--- src/rtl/vga_timing_ctrl_if.sv ---
// Pixel-side bundle between the raster timing generator, the pattern stage and the VGA DAC pins.
// The master modport is the timing controller; the slave modport is the pattern stage / board side.
interface vga_timing_ctrl_if;
    logic [9:0] iRed;
    logic [9:0] iGreen;
    logic [9:0] iBlue;
    logic [9:0] oVGA_X;
    logic [9:0] oVGA_Y;
    logic       oRequest;
    logic       oFrameStart;
    logic [9:0] oVGA_R;
    logic [9:0] oVGA_G;
    logic [9:0] oVGA_B;
    logic       oVGA_HS;
    logic       oVGA_VS;
    logic       oVGA_BLANK_N;

    modport master (
        input  iRed, iGreen, iBlue,
        output oVGA_X, oVGA_Y, oRequest, oFrameStart,
        output oVGA_R, oVGA_G, oVGA_B, oVGA_HS, oVGA_VS, oVGA_BLANK_N
    );

    modport slave (
        output iRed, iGreen, iBlue,
        input  oVGA_X, oVGA_Y, oRequest, oFrameStart,
        input  oVGA_R, oVGA_G, oVGA_B, oVGA_HS, oVGA_VS, oVGA_BLANK_N
    );
endinterface

--- src/rtl/vga_timing_ctrl.sv ---
// Raster timing generator and DAC output stage; sync/blank are delayed to match the pattern stage latency.
// Optional VGA_BORDER_EN: paints a full-scale white frame on the outermost active rows and columns.
module vga_timing_ctrl #(
    parameter int H_ACT    = 640,
    parameter int H_FP     = 16,
    parameter int H_SYNC   = 96,
    parameter int H_BP     = 48,
    parameter int V_ACT    = 480,
    parameter int V_FP     = 10,
    parameter int V_SYNC   = 2,
    parameter int V_BP     = 33,
    parameter int PIPE_LAT = 1,
    parameter bit SYNC_POL = 1'b0
) (
    input  logic              iVGA_CLK,
    input  logic              iRST,
    vga_timing_ctrl_if.master vif
);
    localparam int H_TOT = H_ACT + H_FP + H_SYNC + H_BP;
    localparam int V_TOT = V_ACT + V_FP + V_SYNC + V_BP;

    localparam logic [9:0] C_H_ACT  = 10'(H_ACT);
    localparam logic [9:0] C_HS_BEG = 10'(H_ACT + H_FP);
    localparam logic [9:0] C_HS_END = 10'(H_ACT + H_FP + H_SYNC);
    localparam logic [9:0] C_H_LAST = 10'(H_TOT - 1);
    localparam logic [9:0] C_V_ACT  = 10'(V_ACT);
    localparam logic [9:0] C_VS_BEG = 10'(V_ACT + V_FP);
    localparam logic [9:0] C_VS_END = 10'(V_ACT + V_FP + V_SYNC);
    localparam logic [9:0] C_V_LAST = 10'(V_TOT - 1);

`ifdef VGA_BORDER_EN
    localparam logic [9:0] C_H_EDGE = 10'(H_ACT - 1);
    localparam logic [9:0] C_V_EDGE = 10'(V_ACT - 1);
    localparam int PW = 4;
`else
    localparam int PW = 3;
`endif

    logic [9:0]    r_h_cnt;
    logic [9:0]    r_v_cnt;
    logic          w_h_act;
    logic          w_v_act;
    logic          w_act;
    logic          w_hs;
    logic          w_vs;
    logic [PW-1:0] w_dec;
    logic [PW-1:0] w_tail;
    logic [PW-1:0] r_pipe [PIPE_LAT];
    logic [9:0]    r_red;
    logic [9:0]    r_green;
    logic [9:0]    r_blue;
    logic          r_hs;
    logic          r_vs;
    logic          r_blank_n;

    always_ff @(posedge iVGA_CLK) begin
        if (iRST) begin
            r_h_cnt <= '0;
            r_v_cnt <= '0;
        end else if (r_h_cnt == C_H_LAST) begin
            r_h_cnt <= '0;
            r_v_cnt <= (r_v_cnt == C_V_LAST) ? 10'd0 : r_v_cnt + 10'd1;
        end else begin
            r_h_cnt <= r_h_cnt + 10'd1;
        end
    end

    assign w_h_act = (r_h_cnt < C_H_ACT);
    assign w_v_act = (r_v_cnt < C_V_ACT);
    assign w_act   = w_h_act && w_v_act;
    assign w_hs    = (r_h_cnt >= C_HS_BEG) && (r_h_cnt < C_HS_END);
    assign w_vs    = (r_v_cnt >= C_VS_BEG) && (r_v_cnt < C_VS_END);

    // Delay-line word: {border, vs, hs, act}, syncs held as "asserted" flags until the pin stage.
`ifdef VGA_BORDER_EN
    assign w_dec = {w_act && (r_h_cnt == 10'd0 || r_h_cnt == C_H_EDGE ||
                              r_v_cnt == 10'd0 || r_v_cnt == C_V_EDGE),
                    w_vs, w_hs, w_act};
`else
    assign w_dec = {w_vs, w_hs, w_act};
`endif

    assign vif.oVGA_X      = w_act ? r_h_cnt : 10'd0;
    assign vif.oVGA_Y      = w_act ? r_v_cnt : 10'd0;
    assign vif.oRequest    = w_act;
    assign vif.oFrameStart = (r_h_cnt == 10'd0) && (r_v_cnt == 10'd0);

    always_ff @(posedge iVGA_CLK) begin
        if (iRST) begin
            for (int i = 0; i < PIPE_LAT; i++) r_pipe[i] <= '0;
        end else begin
            r_pipe[0] <= w_dec;
            for (int i = 1; i < PIPE_LAT; i++) r_pipe[i] <= r_pipe[i-1];
        end
    end

    assign w_tail = r_pipe[PIPE_LAT-1];

    always_ff @(posedge iVGA_CLK) begin
        if (iRST) begin
            r_red     <= '0;
            r_green   <= '0;
            r_blue    <= '0;
            r_hs      <= ~SYNC_POL;
            r_vs      <= ~SYNC_POL;
            r_blank_n <= 1'b0;
        end else begin
            r_hs      <= w_tail[1] ? SYNC_POL : ~SYNC_POL;
            r_vs      <= w_tail[2] ? SYNC_POL : ~SYNC_POL;
            r_blank_n <= w_tail[0];
            if (!w_tail[0]) begin
                r_red   <= '0;
                r_green <= '0;
                r_blue  <= '0;
`ifdef VGA_BORDER_EN
            end else if (w_tail[3]) begin
                r_red   <= 10'h3FF;
                r_green <= 10'h3FF;
                r_blue  <= 10'h3FF;
`endif
            end else begin
                r_red   <= vif.iRed;
                r_green <= vif.iGreen;
                r_blue  <= vif.iBlue;
            end
        end
    end

    assign vif.oVGA_R       = r_red;
    assign vif.oVGA_G       = r_green;
    assign vif.oVGA_B       = r_blue;
    assign vif.oVGA_HS      = r_hs;
    assign vif.oVGA_VS      = r_vs;
    assign vif.oVGA_BLANK_N = r_blank_n;
endmodule

--- src/flat_wrapper.sv ---
// flat-port wrapper written by rule: the top's interface ports become plain ports
module vga_timing_ctrl_flat 
#(
    parameter int H_ACT    = 640,
    parameter int H_FP     = 16,
    parameter int H_SYNC   = 96,
    parameter int H_BP     = 48,
    parameter int V_ACT    = 480,
    parameter int V_FP     = 10,
    parameter int V_SYNC   = 2,
    parameter int V_BP     = 33,
    parameter int PIPE_LAT = 1,
    parameter bit SYNC_POL = 1'b0
)
  (iVGA_CLK, iRST, vif_iRed, vif_iGreen, vif_iBlue, vif_oVGA_X, vif_oVGA_Y, vif_oRequest, vif_oFrameStart, vif_oVGA_R, vif_oVGA_G, vif_oVGA_B, vif_oVGA_HS, vif_oVGA_VS, vif_oVGA_BLANK_N);
  vga_timing_ctrl_if vif_i ();
  input  logic iVGA_CLK;
  input  logic iRST;
  input wire logic [$bits(vif_i.iRed)-1:0] vif_iRed;
  input wire logic [$bits(vif_i.iGreen)-1:0] vif_iGreen;
  input wire logic [$bits(vif_i.iBlue)-1:0] vif_iBlue;
  output wire logic [$bits(vif_i.oVGA_X)-1:0] vif_oVGA_X;
  output wire logic [$bits(vif_i.oVGA_Y)-1:0] vif_oVGA_Y;
  output wire logic [$bits(vif_i.oRequest)-1:0] vif_oRequest;
  output wire logic [$bits(vif_i.oFrameStart)-1:0] vif_oFrameStart;
  output wire logic [$bits(vif_i.oVGA_R)-1:0] vif_oVGA_R;
  output wire logic [$bits(vif_i.oVGA_G)-1:0] vif_oVGA_G;
  output wire logic [$bits(vif_i.oVGA_B)-1:0] vif_oVGA_B;
  output wire logic [$bits(vif_i.oVGA_HS)-1:0] vif_oVGA_HS;
  output wire logic [$bits(vif_i.oVGA_VS)-1:0] vif_oVGA_VS;
  output wire logic [$bits(vif_i.oVGA_BLANK_N)-1:0] vif_oVGA_BLANK_N;
  assign vif_i.iRed = vif_iRed;
  assign vif_i.iGreen = vif_iGreen;
  assign vif_i.iBlue = vif_iBlue;
  assign vif_oVGA_X = vif_i.oVGA_X;
  assign vif_oVGA_Y = vif_i.oVGA_Y;
  assign vif_oRequest = vif_i.oRequest;
  assign vif_oFrameStart = vif_i.oFrameStart;
  assign vif_oVGA_R = vif_i.oVGA_R;
  assign vif_oVGA_G = vif_i.oVGA_G;
  assign vif_oVGA_B = vif_i.oVGA_B;
  assign vif_oVGA_HS = vif_i.oVGA_HS;
  assign vif_oVGA_VS = vif_i.oVGA_VS;
  assign vif_oVGA_BLANK_N = vif_i.oVGA_BLANK_N;
  vga_timing_ctrl #(.H_ACT(H_ACT), .H_FP(H_FP), .H_SYNC(H_SYNC), .H_BP(H_BP), .V_ACT(V_ACT), .V_FP(V_FP), .V_SYNC(V_SYNC), .V_BP(V_BP), .PIPE_LAT(PIPE_LAT), .SYNC_POL(SYNC_POL)) u_core (.iVGA_CLK(iVGA_CLK), .iRST(iRST), .vif(vif_i));
endmodule
--- config.mk ---
export PLATFORM = sky130hd
export DESIGN_NAME = vga_timing_ctrl_flat
export DESIGN_NICKNAME = d
export VERILOG_FILES = /design/src/rtl/vga_timing_ctrl_if.sv /design/src/rtl/vga_timing_ctrl.sv /design/src/flat_wrapper.sv
export SDC_FILE = /design/constraint.sdc
export NUM_CORES = 1
export LEC_CHECK = 0
export BUFFER_PORTS_ARGS = -buffer_cell sky130_fd_sc_hd__buf_2
export CORE_UTILIZATION = 51
export DETAILED_ROUTE_END_ITERATION = 16
export GPL_TIMING_DRIVEN = 0
export PLACE_DENSITY = 0.9
export SLEW_MARGIN = 20
export SYNTH_ARGS = -nofsm -noshare
export SYNTH_HDL_FRONTEND = slang
export SYNTH_SLANG_ARGS = --single-unit
--- constraint.sdc ---
create_clock -name iVGA_CLK -period 3.9 [get_ports iVGA_CLK]
set_input_delay 0.195 -clock iVGA_CLK [delete_from_list [all_inputs] [get_ports iVGA_CLK]]
set_output_delay 0.195 -clock iVGA_CLK [all_outputs]
set_load 0.02 [all_outputs]
==> metrics <==
most area-consuming cells after synthesis dfxtp_1 52%, and2_1 12%, nor4_1 3.8%; CTS tree yes; Area Growth Syn to Fin 26.78%; via count 1921; routed len/inst 13.47 µm; die height 67.06 µm; status complete, no violations; hold crit path type input pin to register; reg2reg setup slack 1.79 ns; CP startpoint kind register; share of post-route cells with drive strength above 1 32.18%; Critical Path Sink Type primary output; R2R cell count 6; initial core utilization 53.57%; Core Box Area 0.004029 mm²; Async S/R FF share, synth 0%; IO Count 87; hold bufs inserted after CTS 0; Hold Path Sink u_core.vif.oVGA_B[7]; Clock Skews 0.003538 ns; final antenna-violating net count 0; fin nets 352; post-synth top area share 51.94%; Seq/Total Area, Yosys 51.94%; Pleak 1.273 nW; hold_sp vif_iBlue[7]; drt first pass iters 4; DRT iter0 DRCs 95; Clk pin slew, worst setup/hold paths 0.10 ns; Tot Pwr 0.9926 mW; post-CTS sizing 0; CP arrival 2.12 ns; Max Fanout on Critical Path 10; Req. time, crit path 3.70 ns; setup violators final 0; drc violations 0; synthesis-stage register bit count 56; FMAX 431.1 MHz; Clk Latency, worst-skew pair 0.31 ns; hold-critical path depth 2; Worst Tran Pin Value 0.6362 ns; MaxCap Viol Count 0; CP Cell Sequence clkbuf_1 > and4_1 > nor3_1 > clkbuf_1 > and2_1 > buf_2; Clock Tree Buf Depth 2; CTS Buf Count 5; PwrDens 362.8 mW/mm²; Final min period 2.319 ns; slowest CP cell nor3_1; dpl hpwl 3.690 mm; first-pass GRT wire length 7.569 mm; syn_nets 260; gpl congestion 0.9179; final period utilization 59.47%; cell mode on critical path clkbuf_1; IO Port Bufs 85; leading area contributor after synthesis dfxtp_1; synth warn 0; Mean Syn Cell Area 9.635 µm²; Reg2Reg Launch Point u_core.r_h_cnt[0]; Post-Synthesis Cells 224; die area 0.004496 mm²; Via density 5.234; Total Wirelength 4.942 mm; Synth cell types 37; largest net degree at the start of global routing 19; Slew Viols, Final 0; setup_tns 0 ns; Core Rows 23; initial antenna violation count 0; DIE WIDTH 67.06 µm; RR Endpoint u_core.r_v_cnt[3]; Top FF cell, synth dfxtp_1; Total GRT Usage 22.54%; vias in the first global route 1716; Critical Path Start u_core.r_v_cnt[6]; RSZ-0062 raised after global routing false; # Post-CTS Setup Buffers 0; Max stage delay on crit path 0.40 ns; gr ovfl total 0; VDD IR max 0.0001399 V; crit path kind register to primary output; Fin. Hold Viols 0; H-tree depth 2; CTS Root Cell clkbuf_8; Cell Area, Synth 0.002158 mm²; antenna cell count 0; EDFF count, synth 0; max_slew headroom 57.19%; Sink Count 56
## critical path: cells and delay by family (launching register included)
family / cells / cell delay (ns)
buffers and inverters: 3 / 0.70
and+or+nand+nor: 3 / 0.81
DFF: 1 / 0.31
## stage by stage
step	cell area [µm²]	hold WS, ns	util, %	worst slack [ns]	cells
3_5_place_dp	2646	0.3763	65.68	1.857	359
5_1_grt	2736	0.06677	67.92	1.418	367
6_report	2736	0.07362	67.92	1.581	367
2_1_floorplan	2158	0.3167	-	1.855	224
3_3_place_gp	2646	0.3549	65.68	1.920	359
4_1_cts	2736	0.06994	67.92	1.556	367
## synthesized netlist by cell type (all sizes together), types with 2 or more instances
cell,count
a21oi,5
and2,43
and3,4
and4,4
buf,5
clkbuf,8
dfxtp,56
ha,4
inv,8
nand2,5
nand3,7
nand4,5
nand4bb,2
nor2,18
nor2b,3
nor3,4
nor4,14
o21ai,3
or3,3
or4,2
xnor2,8
xor2,4
## power breakdown
group	internal [mW]	total (mW)	switching, mW
registers	0.587	0.594	0.00642
clock network	0.128	0.316	0.188
logic	0.0351	0.0832	0.0482
total	0.750	0.993	0.242
## logic make-up (layout without fill, tap and decap cells)
kind of cell | Yosys count | count (layout) | synth area share (%)
AO/OA/AOI/OAI | 12 | 12 | 3.479
XOR/XNOR | 12 | 12 | 4.870
adder cells (fa/ha/maj) | 4 | 4 | 2.319
buffers and inverters | 21 | 114 | 4.348
flip-flops | 56 | 56 | 51.94
multiplexers | 1 | 1 | 0.4638
other | 1 | 1 | 0.1737
AND/OR/NAND/NOR | 117 | 117 | 32.41
## layout by cell type, fill, tap and decap left out, drive strengths merged, types with 5 or more instances in the layout
| master | instances |
|---|---|
| nor4 | 14 |
| nor2 | 18 |
| buf | 90 |
| and2 | 43 |
| inv | 9 |
| nand2 | 5 |
| clkbuf | 13 |
| dfxtp | 56 |
| nand4 | 5 |
| nand3 | 7 |
| a21oi | 5 |
| xnor2 | 8 |
## worst max path at each step
stage | end | depth (start not counted)
5_1_grt | vif_oVGA_X[4] | 6
4_1_cts | vif_oVGA_X[2] | 6
6_report | vif_oVGA_Y[8] | 6
3_3_place_gp | u_core.r_v_cnt[0] | 6
2_1_floorplan | vif_oFrameStart | 5
3_5_place_dp | u_core.r_v_cnt[3] | 6
## layout make-up
type	instances	area [µm²]
buffer	13	63.81
clock buffer	5	68.82
multi-input combinational	147	943.4
sequential	56	1121
tap	50	62.56
timing repair buffer	85	425.4
fill	315	1292
inverter	8	30.03
clock inverter	3	21.27
## per-layer routing
layer,vias up,part of all wire (%),track usage [%],wire length (µm)
met2,95,50,40.63,2455
li1,934,-,-,-
met4,0,1.4,9.574,69
met1,885,39,24.82,1947
met5,-,0,0,0
met3,7,9.5,5.137,470
## sequential cells by signal, indices dropped and copies added (netlist names)
signal,flops
u_core.vif.oVGA_R,10
u_core.vif.oVGA_B,10
u_core.r_h_cnt,10
u_core.r_v_cnt,10
u_core.vif.oVGA_BLANK_N,1
u_core.r_pipe,3
u_core.vif.oVGA_VS,1
u_core.vif.oVGA_G,10
u_core.vif.oVGA_HS,1
No activity file was read; power rests on OpenSTA's default activity.
